**src/rtl/ball_move_ctrl.sv**
```systemverilog
// One ball step per movement tick: decode tilt, probe the maze map per candidate cell,
// slide along walls on blocked diagonals, commit the move and track goal arrival.
module ball_move_ctrl #(
  parameter int unsigned COORD_W     = 5,
  parameter int unsigned MAP_W       = 2,
  parameter int unsigned WALL_CODE   = 2,
  parameter int unsigned GOAL_CODE   = 3,
  parameter int unsigned MAX_X       = 31,
  parameter int unsigned MAX_Y       = 31,
  parameter int unsigned START_X     = 1,
  parameter int unsigned START_Y     = 1,
  parameter int unsigned MAP_TIMEOUT = 15
) (
  input  logic               clk,
  input  logic               reset,
  input  logic               restart,
  input  logic               move_tick,
  input  logic               x_increment,
  input  logic               x_decriment,
  input  logic               y_increment,
  input  logic               y_decriment,
  output logic               map_req,
  output logic [COORD_W-1:0] map_addr_x,
  output logic [COORD_W-1:0] map_addr_y,
  input  logic               map_ack,
  input  logic [MAP_W-1:0]   map_value,
  output logic [COORD_W-1:0] x_loc,
  output logic [COORD_W-1:0] y_loc,
  output logic               moved,
  output logic               blocked,
  output logic               goal_reached,
  output logic               busy
);

  localparam int unsigned TmoW = $clog2(MAP_TIMEOUT + 1);

  typedef enum logic [1:0] {StIdle, StSelect, StReq} state_e;

  state_e            state_q;
  logic              dx_nz_q, dx_neg_q, dy_nz_q, dy_neg_q;
  logic [1:0]        idx_q;
  logic [TmoW-1:0]   tmo_q;

  logic              dx_nz, dy_nz;
  logic              diag, use_x, use_y, past, oob;
  logic [1:0]        n_cand;
  logic [COORD_W-1:0] cand_x, cand_y;

  assign dx_nz = x_increment ^ x_decriment;
  assign dy_nz = y_increment ^ y_decriment;
  assign busy  = (state_q != StIdle);

  // Diagonal order: both axes, then x only, then y only.
  always_comb begin
    diag   = dx_nz_q & dy_nz_q;
    n_cand = diag ? 2'd3 : 2'd1;
    use_x  = dx_nz_q & (~diag | (idx_q != 2'd2));
    use_y  = dy_nz_q & (~diag | (idx_q != 2'd1));
    past   = (idx_q >= n_cand);
    oob    = (use_x & (dx_neg_q ? (x_loc == '0) : (x_loc == COORD_W'(MAX_X)))) |
             (use_y & (dy_neg_q ? (y_loc == '0) : (y_loc == COORD_W'(MAX_Y))));
    cand_x = x_loc;
    cand_y = y_loc;
    if (use_x) cand_x = dx_neg_q ? x_loc - COORD_W'(1) : x_loc + COORD_W'(1);
    if (use_y) cand_y = dy_neg_q ? y_loc - COORD_W'(1) : y_loc + COORD_W'(1);
  end

  always_ff @(posedge clk) begin
    if (reset || restart) begin
      state_q      <= StIdle;
      x_loc        <= COORD_W'(START_X);
      y_loc        <= COORD_W'(START_Y);
      map_req      <= 1'b0;
      map_addr_x   <= '0;
      map_addr_y   <= '0;
      moved        <= 1'b0;
      blocked      <= 1'b0;
      goal_reached <= 1'b0;
      idx_q        <= '0;
      tmo_q        <= '0;
      dx_nz_q      <= 1'b0;
      dx_neg_q     <= 1'b0;
      dy_nz_q      <= 1'b0;
      dy_neg_q     <= 1'b0;
    end else begin
      moved   <= 1'b0;
      blocked <= 1'b0;
      unique case (state_q)
        StIdle: begin
          if (move_tick && (dx_nz || dy_nz) && !goal_reached) begin
            dx_nz_q  <= dx_nz;
            dx_neg_q <= x_decriment;
            dy_nz_q  <= dy_nz;
            dy_neg_q <= y_decriment;
            idx_q    <= '0;
            state_q  <= StSelect;
          end
        end
        StSelect: begin
          if (past) begin
            blocked <= 1'b1;
            state_q <= StIdle;
          end else if (oob) begin
            // Skipping the last candidate reports blocked without an extra SELECT cycle.
            if (idx_q + 2'd1 >= n_cand) begin
              blocked <= 1'b1;
              state_q <= StIdle;
            end else begin
              idx_q <= idx_q + 2'd1;
            end
          end else begin
            map_addr_x <= cand_x;
            map_addr_y <= cand_y;
            map_req    <= 1'b1;
            tmo_q      <= '0;
            state_q    <= StReq;
          end
        end
        StReq: begin
          if (map_ack) begin
            map_req <= 1'b0;
            if (map_value == MAP_W'(WALL_CODE)) begin
              idx_q   <= idx_q + 2'd1;
              state_q <= StSelect;
            end else begin
              x_loc   <= map_addr_x;
              y_loc   <= map_addr_y;
              moved   <= 1'b1;
              if (map_value == MAP_W'(GOAL_CODE)) goal_reached <= 1'b1;
              state_q <= StIdle;
            end
          end else if (tmo_q == TmoW'(MAP_TIMEOUT - 1)) begin
            // A silent map is treated as a wall.
            map_req <= 1'b0;
            idx_q   <= idx_q + 2'd1;
            state_q <= StSelect;
          end else begin
            tmo_q <= tmo_q + TmoW'(1);
          end
        end
        default: state_q <= StIdle;
      endcase
    end
  end

endmodule
```
**config.mk**
```make
export PLATFORM = sky130hd
export DESIGN_NAME = ball_move_ctrl
export DESIGN_NICKNAME = d
export VERILOG_FILES = /design/src/rtl/ball_move_ctrl.sv
export SDC_FILE = /design/constraint.sdc
export NUM_CORES = 1
export LEC_CHECK = 0
export ABC_AREA = 1
export BUFFER_PORTS_ARGS = -buffer_cell sky130_fd_sc_hd__buf_4
export CORE_MARGIN = 2
export CORE_UTILIZATION = 40
export DETAILED_ROUTE_END_ITERATION = 10
export PLACE_DENSITY = 0.56
export SETUP_SLACK_MARGIN = 0.5
export SLEW_MARGIN = 15
export SYNTH_ARGS = -nofsm -noshare
export SYNTH_HDL_FRONTEND = slang
export SYNTH_SLANG_ARGS = --single-unit
```
**constraint.sdc**
```tcl
create_clock -name clk -period 2.3 [get_ports clk]
set_clock_uncertainty 0.15 [all_clocks]
set_input_delay 0.115 -clock clk [delete_from_list [all_inputs] [get_ports clk]]
set_output_delay 0.115 -clock clk [all_outputs]
set_load 0.02 [all_outputs]
```
[Word-level counts from Yosys, hierarchy flattened]
Cells that the tools add are included.
Storage, ports and cells
  flip-flop bits (word level): 36
  input port bits: 11
  output and inout bits: 25
  word-level logic and storage cells: 117
Cells by class
  add/sub/neg operators: 6
  $lt $le $gt $ge: 2
  equality and inequality tests: 19
  multiplexer cells: 37
  bitwise operators: 17
  reduce and logical (&&, ||, !) cells: 21
Operator list (count)
  $mux W2: 14
  $mux W5: 4
  $mux W4: 4
  $ne A2 B2 Y1 const B: 8
  $pmux W2 S3: 2
  $mux W1: 11
  $add A5 B1 Y5 const B: 2
  $eq A5 B5 Y1 const B: 2
  $logic_not A5 Y1: 2
  $sub A5 B1 Y5 const B: 2
  $reduce_and A3 Y1: 3
  $pmux W4 S2: 1
  $reduce_and A4 Y1: 2
  $not A1 Y1: 7
  $reduce_and A7 Y1: 1
  $eq A2 B2 Y1 const B: 3
  $ne A3 B3 Y1 const B: 2
  $and A1 B1 Y1: 5
  $reduce_and A5 Y1: 1
  $add A4 B1 Y4 const B: 1
  $eq A4 B4 Y1 const B: 1
  $ge A2 B2 Y1: 2
  $ne A4 B4 Y1 const B: 1
  $reduce_bool A2 Y1: 2
  other kinds (14): 19

[Longest topological paths before layout]
Gate-level depths: netlist of the first run.
  word-level depth: 9
  depth in mapped cells: 13
  depth with buffers taken out: 13

[Worst setup path after synthesis of the first run]
OpenSTA, ideal clock, no wires.
  kind: flip-flop to flip-flop
  from: register x_loc[0]
  to: register map_addr_x[2]
  setup time: 0.116 ns
  data arrival time: 1.467 ns
  required time: 2.034 ns
  path slack: 0.567 ns
  stages on the path, launching flop included: 7
  buffers on the path: 0
  period minus slack after synthesis: 1.733 ns
  cells stage by stage: dfxtp_1 fa_1 or2_2 nand3_1 o21ai_0 o21ai_0 nor2_1
Between the ends
  word-level cells in the longest chain between the ends: 6
  elaborated cells on any way between the ends: 11
  classes of those cells: 2 x add/sub; 1 x eq/ne; 3 x mux; 3 x bitwise; 2 x reduce/logical
Ends and longest elaborated chain
  start: declaration: line 27  | output logic [COORD_W-1:0] x_loc,
  start signal: assignment: line 71  | x_loc <= COORD_W'(START_X);
  start signal: assignment: line 126  | x_loc <= map_addr_x;
  $eq A5 B5 Y1 / $logic_not A5 Y1 (equally long branches): line 60  | oob = (use_x & (dx_neg_q ? (x_loc == '0) : (x_loc == COORD_W'(MAX_X)))) |
  $mux W1: line 60
  $and A1 B1 Y1: line 60
  $or A1 B1 Y1: line 60
  $not A1 Y1 (no source line)
  $reduce_and A3 Y1 (no source line)
  end signal: assignment: line 112  | map_addr_x <= cand_x;
  end: declaration: line 23  | output logic [COORD_W-1:0] map_addr_x,
Several ways; a longest one is shown, not always the timed one.
A chain may end at the register's enable or synchronous reset.

[Worst setup path after layout of the first run]
  from: register idx_q[1]
  to: register map_addr_x[0]
Between the ends
  word-level cells in the longest chain between the ends: 7
  elaborated cells on any way between the ends: 14
  classes of those cells: 1 x order compare; 2 x eq/ne; 1 x mux; 9 x bitwise; 1 x reduce/logical
Ends and longest elaborated chain
  start: declaration: line 41  | logic [1:0] idx_q;
  start signal: assignment: line 109  | idx_q <= idx_q + 2'd1;
  start signal: assignment: line 123  | idx_q <= idx_q + 2'd1;
  start signal: assignment: line 135  | idx_q <= idx_q + 2'd1;
  $ne A2 B2 Y1 / $ne A2 B1 Y1 (equally long branches): line 57, 58
  $or A1 B1 Y1, on equally long branches: line 57, 58
  $and A1 B1 Y1, on equally long branches: line 57, 58
  $and A1 B1 Y1, on equally long branches: line 60, 61
  $or A1 B1 Y1: line 60
  $not A1 Y1 (no source line)
  $reduce_and A3 Y1 (no source line)
Several ways; a longest one is shown, not always the timed one.

==> results.py, run 1 <==
metrics = {
    "timing": {
        "slew_violations": 0,
        "setup-tns-final_ns": 0,
        "min_period_ns": 1.73,
        "holdWs_ns": 0.166,
        "finalCritPeriodShare": 0.752,
        "fmax_ghz": 0.578,
        "tightest_slew_ns": 0.305,
        "maxSlewHeadroom": 0.797,
        "rsz0062_at_grt": "yes",
        "finalSetupViolations": 0,
        "fin_ws_ns": 0.569,
        "hold_viol": 0,
    },
    "power_and_ir_drop": {
        "power_density_nw_per_um2": 487,
        "ir_drop_mv": 0.348,
        "leakage_nw": 1.43,
        "p_total_mw": 1.46,
    },
    "worst_setup_path": {
        "worst_path_max_delay_cell": "dfxtp_4",
        "rr_worst_depth": 11,
        "start_kind": "flop",
        "crit_path_end_kind": "flop",
        "r2r-start": "idx_q[1]$_SDFFE_PP0P_",
        "slowest_delay_ns": 0.36,
        "path_cells": "inv_1, ha_1, nand2_2, nand2_4, nor2_4, nand2_4, nand3_4, nor2_4, clkbuf_16, nor2_1, nor2_1",
        "regToRegSetupSlack_ns": 0.57,
        "critPathKind": "reg -> reg",
        "worstPathMaxFanout": 5,
        "arrival_ns": 1.81,
        "cp.required_ns": 2.38,
        "worstReg2RegEnd": "map_addr_x[0]$_SDFFE_PP0P_",
    },
    "synthesis": {
        "synth_commonest_cells": "nand2_1 (71), nor2_1 (49), inv_1 (44)",
        "synth_top_area_frac": 0.324,
        "synth-seq-cells": 36,
        "syn-cell-area_um2": 2220,
        "syn-mean-instance-area_um2": 6.73,
        "synthTopCellsByArea": "dfxtp_1 (32%), nand2_1 (12%), ha_1 (8.4%)",
        "synthArstFlopShare": 0,
        "yosysTopAreaCell": "dfxtp_1",
        "synthFlopType": "dfxtp_1",
        "synth_edf_count": 0,
        "synth_nets": 358,
        "synthCells": 330,
        "seq_area_frac_synth": 0.324,
        "yosysWarningCount": 0,
        "yosysMostFrequentCell": "nand2_1",
        "post_synth_num_cell_types": 30,
    },
    "clock_network": {
        "clk_pin_slew_worst_paths_ns": 0.07,
        "numCtsBuffers": 5,
        "insertion_delay_ns": 0.29,
        "clock_sinks": 36,
        "tritoncts": "done",
        "htreeDepth": 2,
        "clk_path_buf_depth": 2,
        "cts-root-buf": "clkbuf_8",
    },
    "route": {
        "routed_wirelength_um": 5680,
        "drt-initial-drc-count": 67,
        "avgViaCountPerCell": 4.90,
        "wl_per_cell_um": 12.4,
        "drc": 0,
        "vias": 2253,
        "drtAntennaViolNets": 0,
        "dr.pass1.iters": 5,
    },
    "die": {
        "dieArea_um2": 6170,
        "io_pins": 36,
        "dieWidth_um": 78.5,
        "rows": 27,
        "chipHeight_um": 78.5,
        "coreArea_um2": 5440,
        "start_util": 0.409,
    },
    "run_status": {
        "status": "completed",
    },
    "global_routing": {
        "grt_max_degree": 31,
        "grt_pass1_wl_um": 9070,
        "gr-total-overflow": 0,
        "gr-usage-all-layers": 0.182,
        "grt_pass1_vias": 2090,
        "antenna_found_initial": 0,
    },
    "place": {
        "place_worst_setup_slack_ns": 0.399,
        "dp_hpwl_um": 3730,
        "gp_congestion": 0.803,
        "io_buffers": 35,
    },
    "min_path": {
        "min_delay_path_depth": 4,
        "hold_end": "x_loc[0]$_SDFFE_PP1P_",
        "hold_path.class": "in -> reg",
        "worstHoldStart": "reset",
    },
    "finish": {
        "area_delta_synth_final_pct": 34.5,
        "drive_above_1_share": 0.291,
        "nets": 416,
        "n_antenna_cell": 0,
    },
    "run": {
        "max_cap_violations": 0,
    },
}
[cell families (layout without fill, tap and decap cells)]
family	after synthesis	after routing	synth area share
DFF	36	36	0.324
adders and majority gates	17	17	0.102
and+or+nand+nor	153	154	0.296
AOI/OAI and AO/OA	68	68	0.167
xor gates and xnor gates	3	3	0.0118
buffers and inverters	53	110	0.0985
[final cells by class]
class | instances | area [µm²]
Fill cell | 561 | 2450
Multi-Input combinational cell | 242 | 1440
Tap cell | 72 | 90.1
Clock buffer | 6 | 72.6
Timing Repair Buffer | 56 | 465
Clock inverter | 1 | 5.00
Inverter | 47 | 176
Sequential cell | 36 | 741
[worst max path at each step]
| stage | cells past startpoint | endpoint | startpoint | slack (ns) |
|---|---|---|---|---|
| floorplan | 6 | map_addr_x[2]$_SDFFE_PP0P_ | x_loc[0]$_SDFFE_PP1P_ | 0.57 |
| global placement | 9 | state_q[1]$_SDFFE_PP0P_ | idx_q[1]$_SDFFE_PP0P_ | 0.45 |
| detailed placement | 8 | map_addr_y[0]$_SDFFE_PP0P_ | dx_nz_q$_SDFFE_PP0P_ | 0.40 |
| CTS | 11 | map_addr_y[3]$_SDFFE_PP0P_ | idx_q[0]$_SDFFE_PP0P_ | 0.50 |
| global route | 11 | map_addr_x[0]$_SDFFE_PP0P_ | idx_q[0]$_SDFFE_PP0P_ | 0.46 |
| finish | 11 | map_addr_x[0]$_SDFFE_PP0P_ | idx_q[1]$_SDFFE_PP0P_ | 0.57 |
[through the flow]
stage | cells | cell area (µm²) | util
after floorplan | 330 | 2220 | -
after global placement | 433 | 2550 | 0.468
after detailed placement | 433 | 2550 | 0.468
after CTS | 450 | 2750 | 0.505
after global routing | 460 | 2990 | 0.549
final | 460 | 2990 | 0.549
[what timing repair did]
item	CTS	global route
cloned	0	2
setup endpoints to repair	19	24
endpoints found under the hold margin	5	0
pin swaps	1	14
resized for setup	7	48
setup buffers	4	8
hold buffers	6	0
[layout by cell type, fill, tap and decap left out, types with 3 or more instances in the layout]
cell type and instances:
nand2_1 60, buf_4 48, nor2_1 47, inv_1 42, a21oi_1 29, dfxtp_1 24
o21ai_0 16, nand3_1 14, nand2_2 12, ha_1 12, dfxtp_2 10, o21ai_1 7
dlygate4sd3_1 6, inv_2 5, clkbuf_8 5, nand2_4 4, a21oi_2 4, o21bai_1 4
nor2_2 3, o21ai_2 3, xor2_1 3, or2_2 3, ha_4 3
[worst max-delay path: cells and delay by family, from the launching register on]
kind | cells | cell delay, ns
and+or+nand+nor | 8 | 0.77
buffers and inverters | 2 | 0.23
adders and majority gates | 1 | 0.15
DFF | 1 | 0.36
[flip-flops by register name, indices dropped and copies added (netlist names)]
signal	flops
blocked	1
dx_neg_q	1
dx_nz_q	1
dy_neg_q	1
dy_nz_q	1
goal_reached	1
idx_q	2
map_addr_x	5
map_addr_y	5
map_req	1
moved	1
state_q	2
tmo_q	4
x_loc	5
y_loc	5
[per-layer routing]
metal	up-vias	GRT usage	part of all wire
li1	1173	-	-
met2	41	0.329	0.48
met1	1032	0.217	0.46
met3	7	0.0356	0.037
met5	-	0	0
met4	0	0.0526	0.015
[where the power goes]
part	switching (mW)	leakage [nW]	total (mW)	internal (mW)
Combinational	0.204	1.09	0.357	0.153
Clock	0.222	0.0410	0.428	0.206
Sequential	0.0247	0.296	0.671	0.647
Power figures use the tool's default switching activity.
==> inputs of run 2 (changes only) <==
==> constraint.sdc (replaced) <==
create_clock -name clk -period 1.7 [get_ports clk]
set_clock_uncertainty 0.15 [all_clocks]
set_input_delay 0.085 -clock clk [delete_from_list [all_inputs] [get_ports clk]]
set_output_delay 0.085 -clock clk [all_outputs]
set_load 0.02 [all_outputs]
==> results.py, run 2 (synthesis gave the netlist of run 1 again) <==
metrics = {
    "run_status": {
        "status": "finished with violations",
        "violations": "hold timing",
    },
    "power_and_ir_drop": {
        "power_density_nw_per_um2": 614,
        "swShare": 0.322,
        "p_total_mw": 2.19,
        "power_frac_comb": 0.284,
        "power_switching_mw": 0.704,
        "p_int_mw": 1.49,
        "ir_drop_mv": 0.410,
        "power.share.clock": 0.299,
        "seqPwrFrac": 0.417,
        "leakage_nw": 1.66,
    },
    "route": {
        "wl_met1_um": 2760,
        "wl_per_cell_um": 13.4,
        "avgViaCountPerCell": 4.94,
        "drc": 0,
        "routed-wl-met3_um": 260,
        "dr.pass1.iters": 4,
        "drt-initial-drc-count": 90,
        "drtAntennaViolNets": 0,
        "routed_wirelength_um": 6500,
        "vias": 2392,
        "routed.top_layer": "met4",
        "routed-wl-met2_um": 3340,
    },
    "timing": {
        "finalSetupViolations": 0,
        "maxSlewHeadroom": 0.691,
        "finalCritPeriodShare": 0.982,
        "rsz0062_at_grt": "yes",
        "slew_violations": 0,
        "tightest_slew_ns": 0.461,
        "hold_viol": 2,
        "fmax_ghz": 0.599,
        "holdWs_ns": -0.0381,
        "min_period_ns": 1.67,
    },
    "global_routing": {
        "gr-total-overflow": 0,
        "grt_pass1_vias": 2285,
        "gr-usage-all-layers": 0.220,
        "grt_pass1_wl_um": 10600,
        "grt_max_degree": 12,
        "antenna_found_initial": 0,
    },
    "worst_setup_path": {
        "start_kind": "flop",
        "arrival_ns": 1.71,
        "worstPathMaxFanout": 10,
        "cp.required_ns": 1.74,
        "critPathKind": "reg -> reg",
        "crit_path_end_kind": "flop",
        "regToRegSetupSlack_ns": 0.03,
    },
    "finish": {
        "drive_above_1_share": 0.461,
        "nets": 439,
        "mostFrequentLayoutCells": "buf_4 (56), nand2_1 (49), nor2_1 (44)",
        "area_delta_synth_final_pct": 60.5,
        "layout_commonest_cell": "buf_4",
        "n_antenna_cell": 0,
    },
    "die": {
        "rows": 27,
        "io_pins": 36,
        "dieWidth_um": 78.5,
        "chipHeight_um": 78.5,
        "coreArea_um2": 5440,
        "start_util": 0.409,
        "dieArea_um2": 6170,
    },
    "place": {
        "gp_congestion": 0.836,
        "dp_hpwl_um": 4160,
        "io_buffers": 35,
    },
    "clock_network": {
        "cts-root-buf": "clkbuf_8",
        "insertion_delay_ns": 0.30,
        "clock_sinks": 36,
        "clk_pin_slew_worst_paths_ns": 0.07,
        "numCtsBuffers": 5,
        "tritoncts": "done",
        "htreeDepth": 2,
        "clk_path_buf_depth": 2,
        "holdBufCountCts": 7,
    },
    "run": {
        "max_cap_violations": 0,
    },
    "min_path": {
        "hold_path.class": "in -> reg",
    },
}
## run 2: through the flow
stage	setup WS [ns]	utilization	area, µm²	TNS, ns	std cells
finish	0.0314	0.656	3570	0	484
global route	-0.0512	0.656	3570	-0.282	484
CTS	0.0513	0.604	3280	0	475
detailed placement	-0.0814	0.507	2760	-0.474	447
global placement	-0.0799	0.507	2760	-0.477	447
floorplan	0.132	-	2330	0	330
## run 2: cell type report
cell class	instances	area, µm²
multi-input cells	242	1720
clock buffers	8	90.1
flip-flops and latches	36	763
well taps	72	90.1
inverters	47	206
fillers	471	1870
repair buffers	79	701
## run 2: routing by layer
layer  track usage  up-vias
met3        0.0356       17
met1         0.271     1098
li1              -     1227
met4         0.109        0
met5             0        -
met2         0.371       50
## run 2: repair_timing
action                                  4_1_cts  5_1_grt
hold endpoints to repair                      6        1
endpoints found under the setup margin       36       36
pin swaps                                    15       14
gates resized for setup                      75       54
setup buffers                                12        9
cloned                                        1        0
## run 2: power groups by stage
stage	Clock [mW]	Combinational (mW)	Sequential (mW)
after floorplan	0	0.280	0.933
after global placement	0	0.423	0.923
after detailed placement	0	0.426	0.924
after CTS	0.674	0.549	0.909
after global routing	0.713	0.688	0.918
final	0.655	0.623	0.913
## run 2: worst paths after layout
check	from	end	depth (start not counted)
worst max-delay path	idx_q[1]$_SDFFE_PP0P_	map_addr_x[4]$_SDFFE_PP0P_	11
worst min-delay path	reset	x_loc[1]$_SDFFE_PP0P_	4
worst max register to register	idx_q[1]$_SDFFE_PP0P_	map_addr_x[4]$_SDFFE_PP0P_	11
worst min register to register	goal_reached$_SDFFE_PP0P_	goal_reached$_SDFFE_PP0P_	2
## run 2: worst max-delay path: stages (launching register included)
cell and delay (ns):
dfxtp_4 0.39, inv_2 0.05, ha_4 0.15, nand2_4 0.06, nand2_4 0.06, nor2_4 0.10, nand2_4 0.10, nand3_4 0.12
nor2_4 0.05, buf_12 0.14, o21bai_1 0.12, nor2_1 0.06
